--- config.mk ---
export PLATFORM = sky130hd
export DESIGN_NAME = mul_arb
export DESIGN_NICKNAME = d
export VERILOG_FILES = /design/src/rtl/mul_arb.sv
export SDC_FILE = /design/constraint.sdc
export NUM_CORES = 1
export LEC_CHECK = 0
export CAP_MARGIN = 30
export CORE_UTILIZATION = 34
export CTS_BUF_LIST = sky130_fd_sc_hd__clkbuf_4 sky130_fd_sc_hd__clkbuf_8
export DETAILED_ROUTE_END_ITERATION = 10
export PLACE_DENSITY = 0.7
export RECOVER_POWER = 25
export SKIP_CTS_REPAIR_TIMING = 1
export SYNTH_ARGS = -nofsm -noshare
export SYNTH_HDL_FRONTEND = slang
export SYNTH_SLANG_ARGS = --single-unit
--- constraint.sdc ---
create_clock -name clk -period 1.8 [get_ports clk]
set_input_delay 0.36 -clock clk [delete_from_list [all_inputs] [get_ports clk]]
set_output_delay 0.36 -clock clk [all_outputs]
set_load 0.02 [all_outputs]
--- src/rtl/mul_arb.sv ---
// Round-robin controller sharing one 8x8 cs/rdy multiplier among NREQ requesters.
// Optional build macro MUL_ARB_TIMEOUT_EN adds a TIMEOUT-cycle abort on a stuck multiplier.
module mul_arb #(
    parameter int NREQ    = 4,
    parameter int TIMEOUT = 16
) (
    input  logic              clk,
    input  logic              rst,
    input  logic [NREQ-1:0]   req,
    input  logic [NREQ*8-1:0] opa,
    input  logic [NREQ*8-1:0] opb,
    output logic [NREQ-1:0]   gnt,
    output logic [NREQ-1:0]   done,
    output logic [15:0]       result,
    output logic              busy,
    output logic              err,
    output logic              mul_cs,
    output logic [15:0]       mul_a,
    output logic [15:0]       mul_b,
    input  logic [15:0]       mul_result,
    input  logic              mul_rdy
);

    localparam int IW = (NREQ > 1) ? $clog2(NREQ) : 1;

    if (NREQ < 2 || NREQ > 8 || TIMEOUT < 1) begin : g_param_check
        $error("mul_arb: NREQ must be 2..8 and TIMEOUT must be at least 1");
    end

    typedef enum logic [2:0] {ARB, ISSUE, WAIT_LO, WAIT_HI, DONE} state_t;

    state_t        state;
    logic [IW-1:0] ptr;
    logic [IW-1:0] owner;
    logic [IW-1:0] sel;
    logic          expired;

    // First pending requester at or after p, wrapping around.
    function automatic logic [IW-1:0] rr_pick(input logic [NREQ-1:0] r, input logic [IW-1:0] p);
        logic [IW-1:0] pick;
        logic          found;
        int            idx;
        pick  = p;
        found = 1'b0;
        for (int k = 0; k < NREQ; k++) begin
            idx = (int'(p) + k) % NREQ;
            if (!found && r[idx]) begin
                pick  = IW'(idx);
                found = 1'b1;
            end
        end
        return pick;
    endfunction

    always_comb sel = rr_pick(req, ptr);

    assign busy = (state != ARB);

`ifdef MUL_ARB_TIMEOUT_EN
    localparam int TW = $clog2(TIMEOUT + 1);
    logic [TW-1:0] tcnt;
    logic          err_q;

    assign expired = (tcnt == TW'(TIMEOUT - 1));
    assign err     = err_q;
`else
    assign expired = 1'b0;
    assign err     = 1'b0;
`endif

    // NOTE: all state uses non-blocking assignments so every branch sees pre-edge values.
    always_ff @(posedge clk) begin
        if (rst) begin
            state  <= ARB;
            ptr    <= '0;
            owner  <= '0;
            gnt    <= '0;
            done   <= '0;
            result <= '0;
            mul_cs <= 1'b0;
            mul_a  <= '0;
            mul_b  <= '0;
`ifdef MUL_ARB_TIMEOUT_EN
            tcnt   <= '0;
            err_q  <= 1'b0;
`endif
        end else begin
            mul_cs <= 1'b0;
            done   <= '0;
`ifdef MUL_ARB_TIMEOUT_EN
            err_q  <= 1'b0;
            if (state == ISSUE)
                tcnt <= '0;
            else if (state == WAIT_LO || state == WAIT_HI)
                tcnt <= tcnt + 1'b1;
`endif
            case (state)
                ARB: begin
                    if (|req) begin
                        owner  <= sel;
                        gnt    <= NREQ'(1) << sel;
                        mul_a  <= {8'h00, opa[int'(sel)*8 +: 8]};
                        mul_b  <= {8'h00, opb[int'(sel)*8 +: 8]};
                        mul_cs <= 1'b1;
                        state  <= ISSUE;
                    end
                end
                ISSUE: state <= WAIT_LO;
                WAIT_LO, WAIT_HI: begin
                    if (expired) begin
                        result <= 16'hFFFF;
                        done   <= gnt;
                        state  <= DONE;
`ifdef MUL_ARB_TIMEOUT_EN
                        err_q  <= 1'b1;
`endif
                    end else if (state == WAIT_LO && !mul_rdy) begin
                        // rdy idles high; the low phase proves the multiplier took our cs.
                        state <= WAIT_HI;
                    end else if (state == WAIT_HI && mul_rdy) begin
                        result <= mul_result;
                        done   <= gnt;
                        state  <= DONE;
                    end
                end
                DONE: begin
                    ptr   <= (owner == IW'(NREQ - 1)) ? '0 : owner + 1'b1;
                    gnt   <= '0;
                    state <= ARB;
                end
                default: state <= ARB;
            endcase
        end
    end

endmodule

==> flow_metrics.tcl <==
set metrics [dict create \
    ys_top_cells_by_area "dfxtp_1 33%, nand2_1 6.4%, buf_4 5.5%, a21oi_1 5.1%, a221oi_2 4.7%" \
    drt_pass1_iterations 5 \
    grt_pass1_vias 2853 \
    wl_mm 9.299 \
    synthesis.area_mm2 0.002869 \
    end_kind "register" \
    drv_slew 0 \
    status "finished, final reports clean" \
    worstHoldPathCells 2 \
    worst_pin_slew_ns 0.6303 \
    synth.most_common_cell "nand2_1" \
    fillers 746 \
    min_path_type "reg -> reg" \
    powerDensity_mw_per_mm2 668.5 \
    routabilityCongestion 0.8667 \
    initial_core_util_pct 35.09 \
    wl_per_cell_um 15.73 \
    dpl.hpwl_mm 6.661 \
    yosysTopAreaCell "dfxtp_1" \
    period_share_pct 94.63 \
    crit_path_start_kind "register" \
    portBuffers 128 \
    fmax_ghz 0.5871 \
    yosysSeqAreaShare_pct 33.49 \
    dieArea_mm2 0.008810 \
    ys_types 50 \
    cpMaxStageDelayCell "dfxtp_2" \
    clk_pin_slew_ns 0.10 \
    cts.path.max_buffers 2 \
    dp.cells 576 \
    fin_crit_ns 1.703 \
    syn_inst 332 \
    ys_async_sr_fraction_pct 0 \
    crit_path_max_incr_delay_ns 0.48 \
    die_h_um 93.86 \
    cap_violations 0 \
    vias 3082 \
    grtUsageTotal_pct 20.58 \
    synthMuxAreaShare_pct 0 \
    ios 146 \
    synth_warnings 0 \
    synthTopCellsByCount "49 x nand2_1, 48 x dfxtp_1, 29 x a21oi_1" \
    slew_headroom_pct 57.98 \
    synth_flop_cell "dfxtp_1" \
    vias_per_cell 5.215 \
    critPathRequiredTime_ns 2.03 \
    whs_ns 0.4556 \
    avgSynthCellArea_um2 8.642 \
    synth-simple-area-share_pct 21.59 \
    synth_edf_count 0 \
    rsz0062_at_grt "no" \
    cts_tree "yes" \
    rr_worst_depth 6 \
    drc 0 \
    layoutNonFillerInstCount 591 \
    drtIter0Drc 187 \
    cts_root_buf "clkbuf_8" \
    synth_top_family_by_area "compound AO/OA/AOI/OAI gates" \
    cp_max_fo 13 \
    fin_setup_tns_ns 0 \
    synthAdderAreaFrac_pct 0.4361 \
    cts_buffers 5 \
    skew_ns 0.007453 \
    hold_viol_final 0 \
    grt-ovfl-total 0 \
    synthXorXnorAreaFrac_pct 0 \
    grt_first_pass_wirelength_mm 14.16 \
    drive_gt1_share_pct 21.60 \
    antenna_found_initial 0 \
    antenna_cells 0 \
    ant_nets 0 \
    final-setup-viol-count 0 \
    vdd_ir_drop_max_v 0.0003805 \
    nNetsFinal 573 \
    core_area_mm2 0.008175 \
    clock_latency_ns 0.30 \
    yosysTopAreaCellShare_pct 33.49 \
    cts.sink_count 48 \
    dieWidth_um 93.86 \
    crit_chain "nand2_1 > a2bb2oi_4 > buf_4 > and4_1 > o21ai_2 > a211oi_2" \
    final_util_pct 57.36 \
    grt_start_max_net_pins 23 \
    rows 33 \
    synth_seq_cells 48 \
    critical_path_arrival_ns 1.93 \
    fin_ws_ns 0.09664 \
    htreeDepth 2 \
    synth-compound-area-share_pct 34.45 \
    worstSetupPathType "reg -> reg" \
    syn_to_final_growth_pct 63.45 \
    dp_slack_ns -0.4917 \
    total_leakage_power_nw 1.764 \
]
==> per-layer routing <==
layer | up-vias | wire [um] | track usage [%]
met2 | 127 | 4414 | 34.25
met5 | - | 0 | 0
met4 | 0 | 179 | 6.667
met1 | 1448 | 4124 | 27.16
li1 | 1491 | - | -
met3 | 16 | 581 | 2.994
==> cells by family (layout without fill, tap and decap cells) <==
| group | Yosys count | in the layout |
|---|---|---|
| simple gates | 121 | 121 |
| compound gates | 116 | 117 |
| flops | 48 | 48 |
| buf+inv | 45 | 182 |
| fa+ha+maj | 1 | 1 |
| other cells | 1 | 17 |
==> final timing paths <==
check / slack (ns) / to / from
max: 0.1 / mul_b[6] / ptr[1]
min: 0.46 / result[14] / result[14]
min reg2reg: 0.46 / result[14] / result[14]
max reg2reg: 0.1 / mul_b[6] / ptr[1]
==> critical path: cells and delay by family, from the launching register on <==
kind / cells / cell delay [ns]
AOI/OAI and AO/OA: 3 / 0.47
buffers and inverters: 1 / 0.20
DFF: 1 / 0.48
and+or+nand+nor: 2 / 0.49
==> per-stage QoR <==
stage | cell area [um^2] | power, mW
after floorplan | 2929 | 1.853
after global placement | 4424 | 2.388
after detailed placement | 4424 | 2.398
after CTS | 4521 | 3.095
after global routing | 4690 | 3.288
final | 4690 | 3.135
==> cell usage in the layout (no fill, tap or decap), drive strengths merged, types with 6 or more instances in the layout <==
cell type      instances
a21oi                 31
o31a                  12
a211oi                12
nor2b                  7
conb                  17
o21bai                 6
a221oi                11
and4                  12
nand3                  7
clkdlybuf4s50        121
nor2                  23
buf                   43
o21ai                 22
dfxtp                 48
clkbuf                 9
nand2                 49
==> final cells by class <==
type / instances / area [um^2] / share of cell area, %
Clock buffer: 6 / 82.58 / 1.761
Clock inverter: 2 / 13.76 / 0.2935
Inverter: 1 / 3.754 / 0.08004
Multi-Input combinational cell: 256 / 1770 / 37.75
Sequential cell: 48 / 963.4 / 20.54
Tap cell: 105 / 131.4 / 2.801
Timing Repair Buffer: 173 / 1724 / 36.77
==> state kept, by name, summed over array words and instances, names as in the netlist <==
| register | cells |
|---|---|
| done | 4 |
| gnt | 4 |
| mul_a | 8 |
| mul_b | 8 |
| mul_cs | 1 |
| owner | 2 |
| ptr | 2 |
| result | 16 |
| state | 3 |
==> where the power goes <==
part | switching [mW] | total (mW) | internal [mW] | leakage, nW
Clock | 0.388 | 0.703 | 0.315 | 0.0516
Sequential | 0.0524 | 1.21 | 1.15 | 0.394
Combinational | 0.597 | 1.23 | 0.629 | 1.32
Note: power is estimated with default switching activity, not from simulation.
